### config.mk
export PLATFORM = sky130hd
export DESIGN_NAME = sw_core_scheduler
export DESIGN_NICKNAME = d
export VERILOG_FILES = /design/src/rtl/sw_sched_pkg.sv /design/src/rtl/sw_core_scheduler_arbiter.sv /design/src/rtl/sw_core_scheduler.sv
export SDC_FILE = /design/constraint.sdc
export NUM_CORES = 1
export LEC_CHECK = 0
export ABC_CLOCK_PERIOD_IN_PS = 4600
export CORE_AREA = 2 2 152 154
export CTS_CLUSTER_DIAMETER = 150
export DETAILED_ROUTE_END_ITERATION = 10
export DIE_AREA = 0 0 154 156
export PLACE_DENSITY_LB_ADDON = 0.3
export SETUP_SLACK_MARGIN = 0.02
export SLEW_MARGIN = 20
export SYNTH_ARGS = -nofsm -noshare
export SYNTH_HDL_FRONTEND = slang
export SYNTH_SLANG_ARGS = --single-unit
export TNS_END_PERCENT = 10
### constraint.sdc
create_clock -name clk -period 4.6 [get_ports clk]
set_input_delay 0.69 -clock clk [delete_from_list [all_inputs] [get_ports clk]]
set_output_delay 0.69 -clock clk [all_outputs]
set_load 0.005 [all_outputs]
### src/rtl/sw_sched_pkg.sv
// Shared types and sizes for the SW_core scheduler.
// Provides default values for the SW_core sizing macros when the build
// does not define them. Also defines the FSM state enum, the job and
// result records, and the job-length validity check.
`ifndef REF_MAX_LENGTH
`define REF_MAX_LENGTH 16
`endif
`ifndef READ_MAX_LENGTH
`define READ_MAX_LENGTH 8
`endif
`ifndef DP_SW_SCORE_BITWIDTH
`define DP_SW_SCORE_BITWIDTH 10
`endif

package sw_sched_pkg;

  localparam int REF_MAX    = `REF_MAX_LENGTH;
  localparam int READ_MAX   = `READ_MAX_LENGTH;
  localparam int SCORE_W    = `DP_SW_SCORE_BITWIDTH;
  localparam int REF_LEN_W  = $clog2(REF_MAX) + 1;
  localparam int READ_LEN_W = $clog2(READ_MAX) + 1;
  localparam int ROW_W      = $clog2(READ_MAX);
  localparam int COL_W      = $clog2(REF_MAX);

  typedef enum logic [1:0] {IDLE, ISSUE, WAIT, RESP} state_t;

  // Sequences are 2 bits per base, MSB-aligned; lengths are 1-based.
  typedef struct packed {
    logic [2*REF_MAX-1:0]  ref_seq;
    logic [2*READ_MAX-1:0] read_seq;
    logic [REF_LEN_W-1:0]  ref_len;
    logic [READ_LEN_W-1:0] read_len;
  } job_t;

  typedef struct packed {
    logic signed [SCORE_W-1:0] score;
    logic [ROW_W-1:0]          row;
    logic [COL_W-1:0]          col;
    logic                      err;
  } result_t;

  // A job is runnable only if both lengths are in 1..MAX.
  function automatic logic len_ok(input logic [REF_LEN_W-1:0]  ref_len,
                                  input logic [READ_LEN_W-1:0] read_len);
    return (ref_len != '0) && (ref_len <= REF_LEN_W'(REF_MAX)) &&
           (read_len != '0) && (read_len <= READ_LEN_W'(READ_MAX));
  endfunction

endpackage

### src/rtl/sw_core_scheduler_arbiter.sv
// Round-robin arbiter (combinational).
// Ports:
//   req        - request vector
//   last_grant - index granted last; search starts just above it, with wrap
//   grant      - one-hot grant (zero when no request)
//   index      - binary index of the granted requester
//   any        - at least one request present
module rr_arbiter #(
  parameter int NUM_REQ = 4,
  parameter int IDX_W   = $clog2(NUM_REQ)
) (
  input  logic [NUM_REQ-1:0] req,
  input  logic [IDX_W-1:0]   last_grant,
  output logic [NUM_REQ-1:0] grant,
  output logic [IDX_W-1:0]   index,
  output logic               any
);

  always_comb begin
    int k;
    // NOTE: every output gets a default before the search so no path through
    // the loop leaves a value unassigned, which would otherwise infer a latch.
    grant = '0;
    index = '0;
    any   = 1'b0;
    k     = 0;
    for (int i = 1; i <= NUM_REQ; i++) begin
      k = int'(last_grant) + i;
      if (k >= NUM_REQ) k = k - NUM_REQ;
      if (!any && req[IDX_W'(k)]) begin
        any               = 1'b1;
        grant[IDX_W'(k)]  = 1'b1;
        index             = IDX_W'(k);
      end
    end
  end

endmodule

### src/rtl/sw_core_scheduler.sv
// Shares one SW_core among NUM_REQ requesters, one job in flight.
// Ports:
//   clk, rst                    - clock, synchronous active-high reset
//   req_valid/req_ready         - per-requester job handshake (ready one-hot or zero)
//   req_ref/req_read            - packed per-requester sequences
//   req_ref_len/req_read_len    - packed per-requester 1-based lengths
//   res_valid/res_ready         - one-hot result handshake to the owner
//   res_score/row/col/err       - shared result bus; err marks a rejected job
//   core_o_ready/core_i_valid   - job strobe toward SW_core
//   core_seq_*/core_*_len       - job payload, non-zero only while issuing
//   core_i_ready/core_o_valid   - result handshake from SW_core
//   core_score/row/col          - SW_core result
//   jobs_done                   - completed jobs including rejected ones
//   last_latency                - core_i_valid to core_o_valid cycles, saturating
module sw_core_scheduler
  import sw_sched_pkg::*;
#(
  parameter int NUM_REQ = 4,
  parameter int LAT_W   = 16
) (
  input  logic                               clk,
  input  logic                               rst,
  input  logic [NUM_REQ-1:0]                 req_valid,
  output logic [NUM_REQ-1:0]                 req_ready,
  input  logic [NUM_REQ*2*REF_MAX-1:0]       req_ref,
  input  logic [NUM_REQ*2*READ_MAX-1:0]      req_read,
  input  logic [NUM_REQ*REF_LEN_W-1:0]       req_ref_len,
  input  logic [NUM_REQ*READ_LEN_W-1:0]      req_read_len,
  output logic [NUM_REQ-1:0]                 res_valid,
  input  logic [NUM_REQ-1:0]                 res_ready,
  output logic signed [SCORE_W-1:0]          res_score,
  output logic [ROW_W-1:0]                   res_row,
  output logic [COL_W-1:0]                   res_col,
  output logic                               res_err,
  input  logic                               core_o_ready,
  output logic                               core_i_valid,
  output logic [2*REF_MAX-1:0]               core_seq_ref,
  output logic [2*READ_MAX-1:0]              core_seq_read,
  output logic [REF_LEN_W-1:0]               core_ref_len,
  output logic [READ_LEN_W-1:0]              core_read_len,
  output logic                               core_i_ready,
  input  logic                               core_o_valid,
  input  logic signed [SCORE_W-1:0]          core_score,
  input  logic [ROW_W-1:0]                   core_row,
  input  logic [COL_W-1:0]                   core_col,
  output logic [31:0]                        jobs_done,
  output logic [LAT_W-1:0]                   last_latency
);

  localparam int IDX_W = $clog2(NUM_REQ);

  state_t               state;
  job_t                 sel_job;
  job_t                 core_job;
  result_t              res_q;
  logic [IDX_W-1:0]     owner;
  logic [IDX_W-1:0]     last_grant;
  logic [IDX_W-1:0]     arb_idx;
  logic [NUM_REQ-1:0]   arb_grant;
  logic                 arb_any;
  logic                 accept;
  logic [LAT_W-1:0]     lat_cnt;

  rr_arbiter #(.NUM_REQ(NUM_REQ), .IDX_W(IDX_W)) u_arb (
    .req        (req_valid),
    .last_grant (last_grant),
    .grant      (arb_grant),
    .index      (arb_idx),
    .any        (arb_any)
  );

  // Grant is offered only while idle and SW_core can take a job.
  assign accept    = (state == IDLE) && core_o_ready && arb_any;
  assign req_ready = accept ? arb_grant : '0;

  // Select the granted requester's payload out of the packed buses.
  always_comb begin
    sel_job = '0;
    for (int i = 0; i < NUM_REQ; i++) begin
      if (arb_idx == IDX_W'(i)) begin
        sel_job.ref_seq  = req_ref[i*2*REF_MAX +: 2*REF_MAX];
        sel_job.read_seq = req_read[i*2*READ_MAX +: 2*READ_MAX];
        sel_job.ref_len  = req_ref_len[i*REF_LEN_W +: REF_LEN_W];
        sel_job.read_len = req_read_len[i*READ_LEN_W +: READ_LEN_W];
      end
    end
  end

  // core_job is only non-zero during ISSUE, so the payload bus is quiet
  // whenever core_i_valid is low.
  assign core_seq_ref  = core_job.ref_seq;
  assign core_seq_read = core_job.read_seq;
  assign core_ref_len  = core_job.ref_len;
  assign core_read_len = core_job.read_len;

  assign res_score = res_q.score;
  assign res_row   = res_q.row;
  assign res_col   = res_q.col;
  assign res_err   = res_q.err;

  // NOTE: state is updated with non-blocking assignments so every register
  // samples pre-edge values, independent of statement order in this block.
  always_ff @(posedge clk) begin
    if (rst) begin
      // NOTE: every register is reset here, including payload and result
      // holding registers, so all outputs read zero right after reset and an
      // abandoned job leaves nothing behind.
      state        <= IDLE;
      core_job     <= '0;
      res_q        <= '0;
      owner        <= '0;
      last_grant   <= IDX_W'(NUM_REQ - 1);
      lat_cnt      <= '0;
      last_latency <= '0;
      jobs_done    <= '0;
      res_valid    <= '0;
      core_i_valid <= 1'b0;
      core_i_ready <= 1'b0;
    end else begin
      case (state)
        IDLE: begin
          if (accept) begin
            owner <= arb_idx;
            if (len_ok(sel_job.ref_len, sel_job.read_len)) begin
              core_job     <= sel_job;
              core_i_valid <= 1'b1;
              state        <= ISSUE;
            end else begin
              // Malformed job: answer immediately, SW_core never sees it.
              res_q     <= '{score: '0, row: '0, col: '0, err: 1'b1};
              res_valid <= arb_grant;
              state     <= RESP;
            end
          end
        end
        ISSUE: begin
          core_i_valid <= 1'b0;
          core_job     <= '0;
          core_i_ready <= 1'b1;
          lat_cnt      <= '0;
          state        <= WAIT;
        end
        WAIT: begin
          if (lat_cnt != '1) lat_cnt <= lat_cnt + LAT_W'(1);
          if (core_o_valid) begin
            res_q        <= '{score: core_score, row: core_row, col: core_col, err: 1'b0};
            // The counter lags the result by one cycle, hence the +1.
            last_latency <= (lat_cnt == '1) ? lat_cnt : lat_cnt + LAT_W'(1);
            core_i_ready <= 1'b0;
            res_valid    <= NUM_REQ'(1) << owner;
            state        <= RESP;
          end
        end
        RESP: begin
          if (res_ready[owner]) begin
            res_valid  <= '0;
            res_q      <= '0;
            last_grant <= owner;
            jobs_done  <= jobs_done + 32'd1;
            state      <= IDLE;
          end
        end
        default: state <= IDLE;
      endcase
    end
  end

endmodule

==> results_dict.tcl <==
set metrics [dict create \
    status "finished clean" \
    power.internal_mw 3.20 \
    post-route-drc-count 0 \
    area_delta_synth_final_pct 57.9 \
    power.clock.fraction_pct 26.7 \
    finalSetupTns_ns 0 \
    ys_top_cells_by_count "dfxtp_1, nor2_1, mux4_2" \
    die_w_um 154 \
    seqPwrFrac_pct 31.6 \
    layout-drive-gt1-share_pct 10.8 \
    p_sw_share_pct 34.1 \
    synth_cell_types 56 \
    max_freq_mhz 243 \
    grt_max_degree 84 \
    vias_per_cell 5.38 \
    clk_pin_slew_worst_paths_ns 0.07 \
    multiInputGateArea_sq_mm 0.00470 \
    synth_top_area_share_pct 37.5 \
    finClkSkew_ns 0.0134 \
    grt_pass1_wl_um 43200 \
    seq_area_frac_synth_pct 37.5 \
    fp-row-count 55 \
    ys.flop_type "dfxtp_1" \
    final_nets 1427 \
    route.vias.total 7832 \
    finalHoldViolCount 0 \
    min_from "core_i_valid" \
    yosysMostFrequentCell "dfxtp_1" \
    setup-violations-final 0 \
    ant_nets 0 \
    period_share_pct 89.4 \
    pwr-share-comb_pct 41.7 \
    cts-htree-levels 4 \
    syn-instance-count 790 \
    vdd_drop_max_mv 0.191 \
    cts.sinks 151 \
    grt_pass1_vias 7713 \
    place_hpwl_um 22600 \
    cp.arrival_ns 3.42 \
    path_max_fanout 12 \
    whs_path_depth 1 \
    synthArstFlopShare_pct 0 \
    io_pins 390 \
    required_ns 3.91 \
    avgSynthCellArea_sq_um 10.2 \
    cts_buffers 17 \
    synth_edf_count 0 \
    initial_core_util_pct 36.0 \
    drv_slew 0 \
    hold_buffers 0 \
    drv_cap 0 \
    fin_crit_ns 4.11 \
    dpl_cell_area_sq_mm 0.0122 \
    gr-usage-all-layers_pct 23.5 \
    antenna_found_initial 3 \
    cp.depth 8 \
    firstDrtPassIters 5 \
    min_path_type "flop to flop" \
    ys_ff_latch 151 \
    path_buf_inv 2 \
    power_switching_mw 1.66 \
    die-area_sq_mm 0.0240 \
    reg2reg_depth 11 \
    critPathLaunch "last_grant[0]" \
    wl_per_cell_um 20.0 \
    max_slew_margin_pct 27.5 \
    r2r-start "last_grant[0]" \
    wirelength_um 29100 \
    cp_cell_sequence "inv_1 -> ha_1 -> mux4_2 -> nor4b_4 -> o211ai_1 -> and3_1 -> nor2_1 -> clkdlybuf4s50_1" \
    drt_iter0_markers 588 \
    powerDensity_mw_per_mm2 382 \
    port_buffers 389 \
    rsz0062_at_grt "no" \
    crit_slowest_cell "ha_1" \
    cts_resized 0 \
    cts_setup_buffers 0 \
    critPathTopFamily "simple AND/OR/NAND/NOR gates" \
    synth_top_area_cell "dfxtp_1" \
    clk_latency_ns 0.43 \
    p_leak_nw 4.45 \
    worstSetupStartpointType "flop" \
    core_sq_mm 0.0224 \
    register_area_sq_mm 0.00302 \
    rrSetupSlack_ns 0.90 \
    syn_area_sq_mm 0.00806 \
    clock_path_buffers 2 \
    place.gp.congestion 0.856 \
    n_fill_cell 1973 \
    path_class "flop to output port" \
    die_h_um 156 \
    grt-ovfl-total 0 \
    worst_pin_slew_ns 1.08 \
    slowest_delay_ns 0.57 \
    syn_nets 1062 \
    root_buffer "clkbuf_16" \
    yosys_warnings 0 \
    synth.area.top_cells "dfxtp_1, mux4_2, a22o_1" \
    cts_tree "yes" \
    postLayoutCellArea_sq_mm 0.0127 \
    endpoint_kind "output port" \
]
-- per-stage QoR --
step	hold slack, ns	total power, mW	cells	util [%]	worst slack, ns
after floorplan	0.448	2.77	790	-	1.03
after global placement	0.444	3.58	1421	54.5	0.611
after detailed placement	0.439	3.60	1421	54.5	0.559
after CTS	0.462	4.90	1453	56.9	0.478
after global routing	0.487	5.12	1453	56.9	0.306
final	0.462	4.86	1455	56.9	0.488
-- registers in the layout, indices dropped and copies added, names as in the netlist, 3 cells and up --
| register | flops |
|---|---|
| jobs_done | 32 |
| lat_cnt | 16 |
| core_seq_read | 16 |
| res_row | 3 |
| last_latency | 16 |
| core_ref_len | 5 |
| res_score | 10 |
| core_seq_ref | 32 |
| res_valid | 4 |
| core_read_len | 4 |
| res_col | 4 |
-- per-layer routing --
| layer | track usage [%] | routed length [um] |
|---|---|---|
| met1 | 28.9 | 11700 |
| met2 | 38.0 | 14100 |
| met3 | 9.25 | 2710 |
| met4 | 7.17 | 519 |
| met5 | 0 | 25 |
-- power groups by stage --
stage                     logic (mW)  clock network, mW  registers (mW)
after floorplan                 1.21                  0            1.56
after global placement          2.02                  0            1.56
after detailed placement        2.04                  0            1.56
after CTS                       2.05               1.32            1.53
after global routing            2.19               1.37            1.55
final                           2.03               1.30            1.54
-- final cells by class --
cell class / instances / area share [%]
clock inverters: 11 / 0.708
clock buffers: 21 / 3.54
multi-input cells: 568 / 36.9
inverters: 10 / 0.295
flip-flops and latches: 151 / 23.8
repair buffers: 407 / 31.9
well taps: 285 / 2.80
diodes: 2 / 0.0393
-- logic make-up after synthesis --
kind of cell / count (synthesis) / synth area share [%]
xor gates and xnor gates: 51 / 5.54
DFF: 151 / 37.5
buffers and inverters: 71 / 4.27
muxes: 69 / 18.2
and+or+nand+nor: 244 / 15.4
AOI/OAI and AO/OA: 189 / 16.7
adders and majority gates: 15 / 2.33
-- cell usage in the layout (no fill, tap or decap), types with 31 or more instances in the layout --
| master | count |
|---|---|
| clkdlybuf4s50_1 | 388 |
| dfxtp_1 | 151 |
| nor2_1 | 87 |
| mux4_2 | 62 |
| a22o_1 | 58 |
| a21oi_1 | 44 |
| xor2_1 | 34 |
| o21ai_0 | 33 |
| nand2_1 | 32 |
| nand3_1 | 31 |
-- path summary, 6_finish.rpt --
path / to
min: core_i_valid
max: req_ready[2]
max reg2reg: res_valid[1]
min reg2reg: core_i_valid
Power figures use the tool's default switching activity.
==> variant, RTL diff (same flow settings) <==
`NUM_REQ` is set to 4 in 2 places; all go to 2.
--- a/src/rtl/sw_core_scheduler_arbiter.sv
+++ b/src/rtl/sw_core_scheduler_arbiter.sv
@@ -7,5 +7,5 @@
 //   any        - at least one request present
 module rr_arbiter #(
-  parameter int NUM_REQ = 4,
+  parameter int NUM_REQ = 2,
   parameter int IDX_W   = $clog2(NUM_REQ)
 ) (
--- a/src/rtl/sw_core_scheduler.sv
+++ b/src/rtl/sw_core_scheduler.sv
@@ -16,5 +16,5 @@
   import sw_sched_pkg::*;
 #(
-  parameter int NUM_REQ = 4,
+  parameter int NUM_REQ = 2,
   parameter int LAT_W   = 16
 ) (
Interface: changed (8 resized); port bits go from 390 to 268. The function was not compared with the original's and may differ.
==> variant against the unedited design <==
Final area fell by 15%. Maximum frequency rose by 38%. Sequential share of layout area rose by 3.5 points. Largest power group is now registers. Critical endpoint is now req_ready[0]. Setup slack improved by 1100 ps. Wire length fell by 23%. Synthesized area fell by 9.2%. Power fell by 14%. Sequential cell count fell by 4.
==> variant: results (changes against the unedited design) <==
| Metric | Value |
|---|---|
| Worst EP arrival | 2300 ps (was 3420 ps) |
| CP max-delay cell | clkdlybuf4s50_1 (was ha_1) |
| Mapped Avg Cell Area | 7.56 um2 (was 10.2 um2) |
| Pre-CTS setup slack | 1100 ps (was 559 ps) |
| Cell family with most CP delay | buffers and inverters (was simple AND/OR/NAND/NOR gates) |
| PortBufs | 265 (was 389) |
| Layout net count | 1344 (was 1427) |
| Worst setup endpoint | req_ready[0] (was req_ready[2]) |
| DP Cell Count | 1464 (was 1421) |
| Global-route wire length before repair | 35700 um (was 43200 um) |
| Initial antenna violation count | 2 (was 3) |
| R2R depth | 6 (was 11) |
| Via count | 7332 (was 7832) |
| Met2 usage | 0.317 (was 0.380) |
| Max incr delay on CP | 620 ps (was 570 ps) |
| Placed wire-length estimate | 15600 um (was 22600 um) |
| Outcome | finished clean (unchanged) |
| Synth area leaders | dfxtp_1, nand2_1, mux2i_1 (was dfxtp_1, mux4_2, a22o_1) |
| Crit path from | req_valid[0] (was last_grant[0]$_SDFFE_PP1P_) |
| VDD IR-drop max | 0.000220 V (was 0.000191 V) |
| Dpl cell area | 10200 um2 (was 12200 um2) |
| Reg2Reg Capture Point | last_latency[15]$_SDFFE_PP0P_ (was res_valid[1]$_SDFFE_PP0P_) |
| Worst hold slack | 452 ps (was 462 ps) |
| Synth unique cells | 53 (was 56) |
| Hold Startpoint | last_latency[12]$_SDFFE_PP0P_ (was core_i_valid$_SDFFE_PP0P_) |
| Seq/Total Area, Yosys | 0.402 (was 0.375) |
| Layout cells sized above 1 | 0.0521 (was 0.108) |
==> variant: changes by cell type after synthesis, sizes merged, moves of 14 or more <==
| cell | before | now |
|---|---|---|
| a22o | 58 | 0 |
| buf | 30 | 16 |
| clkbuf | 31 | 51 |
| mux2i | 5 | 60 |
| mux4 | 62 | 0 |
| nand2 | 34 | 317 |
| nor2 | 89 | 49 |
| nor3 | 13 | 36 |
| or3 | 3 | 17 |
| xor2 | 34 | 5 |
==> variant: power by group through the flow <==
| stage | logic [uW] | registers, uW | clock network (uW) |
|---|---|---|---|
| 3_5_place_dp | 1340 | 1480 | 0 |
| 2_1_floorplan | 759 | 1480 | 0 |
| 6_report | 1320 | 1460 | 1430 |
| 5_1_grt | 1480 | 1470 | 1530 |
| 4_1_cts | 1340 | 1460 | 1480 |
| 3_3_place_gp | 1330 | 1480 | 0 |
==> variant: layout make-up <==
type	count	area [um2]
fill	2228	11600
timing repair buffer	279	2770
multi-input combinational	737	4060
sequential	147	2940
clock inverter	12	158
antenna	2	5.00
inverter	16	60.1
clock buffer	19	443
tap	285	357
==> variant: logic make-up (layout without fill, tap and decap cells) <==
kind of cell	after synthesis	in the layout	share of synthesized area
AO/OA/AOI/OAI	124	124	0.0986
XOR/XNOR	33	33	0.0395
adder cells (fa/ha/maj)	7	7	0.0120
buffers and inverters	84	326	0.0501
flip-flops	147	147	0.402
multiplexers	64	64	0.0887
other	1	3	0.000512
AND/OR/NAND/NOR	508	508	0.309
==> variant: worst register-to-register path, delay by kind of cell, from the launching register on <==
family | cells | cell delay, ps
fa+ha+maj | 1 | 290
compound gates | 1 | 250
flops | 1 | 440
simple gates | 4 | 1860
